$ cat src/rtl/alarm_timer_unit.sv
// Alarm time register with match flags, a snooze countdown and a beep
// generator that modulates the buzzer while the control unit requests a ring.
module alarm_timer_unit #(
   parameter int SNOOZE_SECS = 300,
   parameter int BEEP_DIV    = 25000000
) (
   input  logic       Clk,
   input  logic       Reset,
   input  logic       Tick,
   input  logic [4:0] Cur_Hour,
   input  logic [5:0] Cur_Min,
   input  logic       Set_Alarm,
   input  logic [4:0] Set_Hour,
   input  logic [5:0] Set_Min,
   input  logic       Alarm_On,
   input  logic       EN_SNZ,
   input  logic       Sound,
   output logic       AA,
   output logic       C0,
   output logic       CS0,
   output logic [4:0] Alarm_Hour,
   output logic [5:0] Alarm_Min,
   output logic [9:0] Snz_Remain,
   output logic       Buzzer
);

   localparam logic [9:0]  SNZ_LOAD = 10'(SNOOZE_SECS);
   localparam logic [24:0] DIV_LAST = 25'(BEEP_DIV - 1);

   logic [4:0]  alarm_hour_q, alarm_hour_d;
   logic [5:0]  alarm_min_q, alarm_min_d;
   logic        aa_q, aa_d;
   logic        c0_q, c0_d;
   logic [9:0]  snz_q, snz_d;
   logic [24:0] div_q, div_d;
   logic        phase_q, phase_d;
   logic        buzzer_q, buzzer_d;
   logic        match;

   // Compared against the stored alarm, so a same-edge load takes effect one cycle later.
   assign match = (Cur_Hour == alarm_hour_q) && (Cur_Min == alarm_min_q);

   // NOTE: every _d gets a default first so no path through the block infers a latch.
   always_comb begin
      alarm_hour_d = alarm_hour_q;
      alarm_min_d  = alarm_min_q;
      snz_d        = snz_q;
      div_d        = 25'd0;
      phase_d      = 1'b1;
      buzzer_d     = 1'b0;
      aa_d         = Alarm_On & match;
      c0_d         = ~match;

      if (Set_Alarm && (Set_Hour <= 5'd23) && (Set_Min <= 6'd59)) begin
         alarm_hour_d = Set_Hour;
         alarm_min_d  = Set_Min;
      end

      // Load beats decrement; the countdown saturates at zero.
      if (EN_SNZ) begin
         snz_d = SNZ_LOAD;
      end else if (Tick && (snz_q != 10'd0)) begin
         snz_d = snz_q - 10'd1;
      end

      if (Sound) begin
         buzzer_d = phase_q;
         phase_d  = phase_q;
         if (div_q == DIV_LAST) begin
            div_d   = 25'd0;
            phase_d = ~phase_q;
         end else begin
            div_d = div_q + 25'd1;
         end
      end
   end

   // NOTE: sequential state uses non-blocking assignments so all registers update together.
   always_ff @(posedge Clk or negedge Reset) begin
      if (!Reset) begin
         alarm_hour_q <= 5'd0;
         alarm_min_q  <= 6'd0;
         aa_q         <= 1'b0;
         c0_q         <= 1'b0;
         snz_q        <= 10'd0;
         div_q        <= 25'd0;
         phase_q      <= 1'b1;
         buzzer_q     <= 1'b0;
      end else begin
         alarm_hour_q <= alarm_hour_d;
         alarm_min_q  <= alarm_min_d;
         aa_q         <= aa_d;
         c0_q         <= c0_d;
         snz_q        <= snz_d;
         div_q        <= div_d;
         phase_q      <= phase_d;
         buzzer_q     <= buzzer_d;
      end
   end

   assign AA         = aa_q;
   assign C0         = c0_q;
   assign CS0        = (snz_q == 10'd0);
   assign Alarm_Hour = alarm_hour_q;
   assign Alarm_Min  = alarm_min_q;
   assign Snz_Remain = snz_q;
   assign Buzzer     = buzzer_q;

endmodule

$ cat config.mk
export PLATFORM = sky130hd
export DESIGN_NAME = alarm_timer_unit
export DESIGN_NICKNAME = d
export VERILOG_FILES = /design/src/rtl/alarm_timer_unit.sv
export SDC_FILE = /design/constraint.sdc
export NUM_CORES = 1
export LEC_CHECK = 0
export BUFFER_PORTS_ARGS = -buffer_cell sky130_fd_sc_hd__clkbuf_2
export CAP_MARGIN = 20
export CORE_MARGIN = 5
export CORE_UTILIZATION = 54
export CTS_CLUSTER_DIAMETER = 80
export CTS_CLUSTER_SIZE = 24
export DETAILED_ROUTE_END_ITERATION = 8
export GPL_TIMING_DRIVEN = 0
export PLACE_DENSITY_LB_ADDON = 0.25
export SETUP_SLACK_MARGIN = 0.2
export SLEW_MARGIN = 25
export SYNTH_ARGS = -nofsm -noshare
export SYNTH_HDL_FRONTEND = slang
export SYNTH_SLANG_ARGS = --single-unit
$ cat constraint.sdc
create_clock -name Clk -period 2.05 [get_ports Clk]
set_input_delay 0 -clock Clk [delete_from_list [all_inputs] [get_ports Clk]]
set_output_delay 0 -clock Clk [all_outputs]
set_load 0.01 [all_outputs]
==> key figures, run 1 <==
Outcome
  • Status: finished, final reports clean

Setup path
  • CP peak stage delay: 0.40 ns
  • Worst Setup SP: div_q[1]
  • Cells along the critical path: ha_4 > and4_1 > buf_6 > nand4_1 > o31ai_4 > buf_6 > buf_8 > a21oi_2
  • WP data arrival: between 2 and 2.5 ns
  • R2R depth: 8
  • Crit path kind: reg -> reg
  • Crit path max fanout: 6
  • Startpoint types: flop
  • R2R Setup Slk: 0.21 ns
  • Reg-to-Reg End: div_q[23]
  • CP max-delay cell: dfrtp_1
  • FF-to-FF Start: div_q[1]
  • Most used cell, CP: buf_6
  • Critical path capture point: div_q[23]
  • CP Capture Type: flop
  • Worst EP required: roughly 2.2 ns

Synthesis
  • Post-Synth Adder-Cell Area: less than 1%
  • Asr flop ratio synth: 100%
  • Number of synthesized flops with an enable pin: 0
  • Post-Syn Instances: ~250
  • Distinct cells, synth: between 40 and 50
  • Post-synthesis mux area share: around 4.5%
  • Compound-Gate Fraction of Synth Area: approximately 11%
  • Synthesized area per cell: 10.3 sq um
  • Synth area leaders: dfrtp_1 (49%), xor2_1 (7.3%), mux2_2 (4.0%)
  • Simple-Gate Fraction of Synth Area: approximately 22%
  • Cell Area, Synth: between 2000 and 3000 sq um
  • Register area share after synthesis: between 40% and 50%
  • Synth Area in XOR/XNOR: 8.33%
  • Yosys warnings: 0
  • Synth Net Count: about 280
  • Yosys top cell area share: between 40% and 50%
  • Yosys reg bits: 50
  • Ys flop type: dfrtp_1
  • Cell taking the most area after synthesis: dfrtp_1
  • Main combinational cell family by area after synthesis: simple AND/OR/NAND/NOR gates

Global routing
  • Initial antenna violation count: 0
  • GRT Overall Usage: a little over 20%
  • First-pass GRT wire length: a little under 10000 um
  • Met1 Use GR: approximately 24%
  • Largest net degree at the start of global routing: 51
  • Met2 usage in global routing: approximately 36%
  • Top Usage Layer GRT: met2
  • GRT Residual Overflow: 0
  • Grt met3 use: under 10%
  • Vias in the first global route: roughly 2200

STA
  • Final min period: between 1.5 and 2 ns
  • Max Transition Viols Final: 0
  • Setup_tns: 0 ns
  • Least-Margin Pin Slew: 0.663 ns
  • RSZ-0062 raised after global routing: yes
  • Final Cycle Share: roughly nine tenths
  • Final hold slack: around 0.027 ns
  • Worst clock skew: approximately 0.0087 ns
  • Hold Vio Cnt, Final: 0
  • Post-route worst setup slack: ~0.21 ns
  • F_max: between 500 and 600 MHz
  • Slew headroom: a little under three fifths
  • Setup violators final: 0

Die
  • Starting Density: a little under three fifths
  • Die extent in x: between 70 and 80 um
  • Full die area: 6140 sq um
  • Num ports: 54
  • Die Span Y: between 70 and 80 um
  • Core Region: between 4000 and 5000 sq um
  • Row count: 24

Placement
  • Pre-CTS WS: -0.0825 ns
  • Dpl cell area: about 2900 sq um
  • Placed cell count: about 350
  • Gpl congestion: 0.806
  • Port buffer count: 52
  • Detail Placement HPWL: 3740 um

Clock network
  • Clk_lat worst skew: 0.30 ns
  • Num CTS Buffers: 5
  • Sink Count: 50
  • CTS clk-pin slew, worst paths: 0.09 ns
  • CTS root buf: clkbuf_8
  • H-tree Lvls: 2
  • TritonCTS clock tree: done
  • Max clock buf depth: 2

Pwr
  • Leakage Power: 1.47 nW
  • VDD IR-drop max: ~390 uV
  • Power Total: between 2 and 2.5 mW
  • Total power per unit cell area: a little over 600 nW/um^2

Routing
  • DR vias/cell: roughly 5.6
  • Initial DRC count: 97
  • Routed len/inst: 15.6 um
  • DRC: 0
  • Antenna Nets Post-Route: 0
  • DR vias: 2191
  • Routed Wire Length: slightly above 6000 um
  • Detailed Routing Iterations Pass 1: 4

Cells and area
  • Final net count: around 370
  • Post-layout util: about 75%
  • Fin area: between 3000 and 4000 sq um
  • N_diodes: 0
  • Fillers: 303
  • Layout cells sized above 1: 33.3%
  • Area grow syn2layout: 32.7%
  • Final Non-Filler Cells: 388
  • Commonest non-fill, non-tap cell in the layout: clkbuf_2
  • Commonest cells after routing, fill and taps aside: clkbuf_2 (52), dfrtp_1 (47), xor2_1 (21), nor2_1 (18)

Flow run
  • MaxCap Viol Count: 0

Worst hold path
  • Hold/Removal Path Class: in -> reg
[synth_stat cells, types with 2 or more instances]
master	number
a21oi_1	15
and2_1	5
and3_1	4
and4_1	4
buf_2	5
clkbuf_1	2
dfrtp_1	49
ha_1	2
inv_1	8
mux2_2	9
nand2_1	12
nand3_1	14
nand4_1	8
nor2_1	20
nor3_1	3
nor4_1	4
o21ai_0	10
o22a_1	2
o31ai_1	8
or3_1	10
or4_1	7
xnor2_1	3
xor2_1	21
[report_power, final]
| group | internal [mW] | switching, mW |
|---|---|---|
| combinational | 0.151 | 0.152 |
| sequential | 1.03 | 0.0491 |
| clock | 0.364 | 0.330 |
| total | 1.55 | 0.530 |
[registers in the layout (all words and copies together), names as in the netlist]
| signal | flops |
|---|---|
| Alarm_Hour | 5 |
| AA | 1 |
| Buzzer | 1 |
| C0 | 1 |
| phase_q | 1 |
| div_q | 25 |
| Alarm_Min | 6 |
| Snz_Remain | 10 |
[cell families after synthesis]
logic type	count (synthesis)
compound gates	43
xor+xnor	24
fa+ha+maj	2
buf+inv	17
flops	50
mux	10
simple gates	99
[repair_timing]
item | CTS | global route
pin swaps | 2 | 9
hold buffers | 14 | 0
cloned | 1 | 0
hold endpoints to repair | 64 | 0
gates resized for setup | 9 | 21
endpoints found under the setup margin | 25 | 31
setup buffers | 6 | 10
[worst max-delay path, delay by kind of cell, from the launching register on]
kind	cells	cell delay [ns]
adder cells (fa/ha/maj)	1	0.16
AO/OA/AOI/OAI	2	0.36
AND/OR/NAND/NOR	2	0.40
flip-flops	1	0.40
buffers and inverters	3	0.41
[worst min-delay path by stage]
stage | start | to | slack [ns] | cells after the start
after global placement | Alarm_On | AA | 0.20 | 3
after global routing | Tick | Snz_Remain[2] | 0.05 | 3
final | Tick | Snz_Remain[2] | 0.03 | 3
after CTS | Tick | Snz_Remain[2] | 0.02 | 3
after detailed placement | Reset | Snz_Remain[3] | 0.10 | 1
after floorplan | Reset | AA | -0.30 | 0
[layer usage]
| metal | part of all wire, % | vias to the layer above |
|---|---|---|
| li1 | - | 1070 |
| met1 | 42 | 1062 |
| met2 | 52 | 49 |
| met3 | 5.0 | 10 |
| met4 | 1.6 | 0 |
| met5 | 0 | - |
[final cells by class]
class,count,area [sq um],area share [%]
well taps,52,65.1,1.94
inverters,8,30.0,0.897
multi-input cells,178,1270,38.0
clock buffers,6,72.6,2.17
plain buffers,9,75.1,2.24
repair buffers,83,542,16.2
flip-flops and latches,50,1250,37.5
clock inverters,2,37.5,1.12
Power figures use the tool's default switching activity.
==> inputs of run 2 (changes only) <==
--- a/config.mk
+++ b/config.mk
@@ -14,7 +14,7 @@
 export DETAILED_ROUTE_END_ITERATION = 8
 export GPL_TIMING_DRIVEN = 0
 export PLACE_DENSITY_LB_ADDON = 0.25
-export SETUP_SLACK_MARGIN = 0.2
+export SETUP_SLACK_MARGIN = 0.4
 export SLEW_MARGIN = 25
 export SYNTH_ARGS = -nofsm -noshare
 export SYNTH_HDL_FRONTEND = slang
==> key figures, run 2 (synthesized netlist as in run 1, its figures left out) <==
Outcome
  • Status: finished, final reports clean

STA
  • Post-route worst setup slack: 0.227 ns (+0.0171 ns)
  • Final min period: 1.82 ns (-0.0171 ns)
  • Final Cycle Share: 88.9% (-0.83 points)
  • Max Transition Viols Final: 0 (unchanged)
  • Least-Margin Pin Slew: 0.679 ns (+0.0165 ns)
  • Setup_tns: 0 ns (unchanged)
  • Hold Vio Cnt, Final: 0 (unchanged)
  • F_max: 549 MHz (+0.94%)
  • RSZ-0062 raised after global routing: yes
  • Worst clock skew: 0.0104 ns (+0.00176 ns)
  • Slew headroom: 54.7% (-1.1 points)
  • Setup violators final: 0 (unchanged)

Clock network
  • Max clock buf depth: 2 (unchanged)
  • H-tree Lvls: 2 (unchanged)
  • Num CTS Buffers: 5 (unchanged)
  • Clk_lat worst skew: 0.30 ns (about the same)
  • CTS clk-pin slew, worst paths: 0.09 ns (about the same)
  • TritonCTS clock tree: done
  • CTS root buf: clkbuf_8
  • Sink Count: 50 (unchanged)

Die
  • Row count: 24 (unchanged)
  • Die Span Y: 78.4 um (unchanged)
  • Die extent in x: 78.4 um (unchanged)
  • Core Region: 4440 sq um (unchanged)
  • Full die area: 6140 sq um (unchanged)
  • Num ports: 54 (unchanged)
  • Starting Density: 56.8% (unchanged)

Pwr
  • Leakage Power: 1.50 nW (+1.9%)
  • VDD IR-drop max: 405 uV (+4.1%)
  • Total power per unit cell area: 602 nW/um^2 (-2.8%)

Flow run
  • MaxCap Viol Count: 0 (unchanged)

Setup path
  • Worst EP required: 2.22 ns (about the same)
  • CP Capture Type: flop
  • Crit path max fanout: 7 (+1)
  • Startpoint types: flop
  • R2R depth: 5 (-3)
  • Crit path kind: reg -> reg
  • WP data arrival: 1.99 ns (-0.03 ns)

Routing
  • Routed len/inst: 15.4 um (-1.1%)
  • DRC: 0 (unchanged)
  • Antenna Nets Post-Route: 0 (unchanged)
  • Detailed Routing Iterations Pass 1: 4 (unchanged)
  • DR vias/cell: 5.64 (about the same)
  • DR vias: 2212 (+0.96%)
  • Routed Wire Length: 6050 um (about the same)
  • Initial DRC count: 92 (-5.2%)

Cells and area
  • Layout cells sized above 1: 40.3% (+7.0 points)
  • Fin area: 3480 sq um (+3.8%)
  • Post-layout util: 78.2% (+2.8 points)
  • Most flops, register: div_q
  • Area grow syn2layout: 37.7%
  • Commonest cells after routing, fill and taps aside: clkbuf_2 (52), dfrtp_1 (48), xor2_1 (21), nand3_1 (14), dlygate4sd3_1 (14)
  • Final net count: 370 (+1.1%)
  • Largest register FFs: 25 (unchanged)
  • N_diodes: 0 (unchanged)
  • Commonest non-fill, non-tap cell in the layout: clkbuf_2

Global routing
  • GRT Residual Overflow: 0 (unchanged)
  • Largest net degree at the start of global routing: 51 (unchanged)
  • Vias in the first global route: 2211 (+2.3%)
  • First-pass GRT wire length: 10000 um (+1.1%)
  • GRT Overall Usage: 20.4% (+0.28 points)
  • Initial antenna violation count: 0 (unchanged)

Worst hold path
  • Hold/Removal Path Class: in -> reg
  • Worst hold stages: 3 (unchanged)

Placement
  • Gpl congestion: 0.762 (-5.4%)
  • Dpl cell area: 2900 sq um (+1.8%)
  • Detail Placement HPWL: 3880 um (+3.6%)
  • Pre-CTS WS: 0.105 ns (+0.187 ns)
  • Port buffer count: 52 (unchanged)
-- run 2: cell count changes in the layout (fill, tap and decap cells not counted), moves of 4 or more --
cell,change
nor2_4,+4
buf_6,+4
nor2_1,-11
a21oi_2,+8
nor2_2,+7
a21oi_1,-8
-- run 2: final cells by class --
class | count | area (sq um)
Buffer | 9 | 76.3
Clock buffer | 6 | 72.6
Clock inverter | 2 | 37.5
Fill cell | 285 | 968
Inverter | 8 | 30.0
Multi-Input combinational cell | 178 | 1350
Sequential cell | 50 | 1250
Tap cell | 52 | 65.1
Timing Repair Buffer | 87 | 594
-- run 2: what timing repair did --
action / CTS / global route
hold buffers: 14 / 0
gates resized for setup: 24 / 26
gates cloned: 2 / 0
pin swaps: 6 / 12
hold endpoints to repair: 64 / 0
setup endpoints to repair: 34 / 43
buffers inserted: 14 / 5
-- run 2: path summary, 6_finish.rpt --
kind / slack [ns] / to / start
setup / recovery: 0.23 / Snz_Remain[0] / Snz_Remain[6]
hold / removal: 0.03 / Snz_Remain[2] / Tick
setup reg to reg: 0.23 / Snz_Remain[0] / Snz_Remain[6]
hold reg to reg: 0.51 / phase_q / phase_q
max in group asynchronous: 1.26 / Snz_Remain[5] / Reset
min in group asynchronous: 0.28 / Snz_Remain[2] / Reset
-- run 2: critical path, stage by stage (launching register included) --
cell and delay, ns:
dfrtp_1 0.45, or4_4 0.50, buf_6 0.15, o41a_1 0.35
xnor2_1 0.17, nor2_1 0.06
-- run 2: metrics by stage --
stage	cells	hold slack, ns	total power, mW
after floorplan	245	-0.296	1.23
after global placement	349	0.196	1.34
after detailed placement	349	0.105	1.35
after CTS	387	0.0162	2.09
after global routing	392	0.0407	2.20
final	392	0.0254	2.09
-- run 2: per-layer routing --
metal	vias up	global-route usage [%]	wire, um
li1	1085	-	-
met1	1067	23.9	2580
met2	51	36.7	3120
met3	9	4.81	253
met4	0	6.82	93
met5	-	0	0
-- run 2: power breakdown --
| group | switching [mW] | internal (mW) |
|---|---|---|
| Clock | 0.331 | 0.365 |
| Sequential | 0.0455 | 1.03 |
| Combinational | 0.158 | 0.164 |
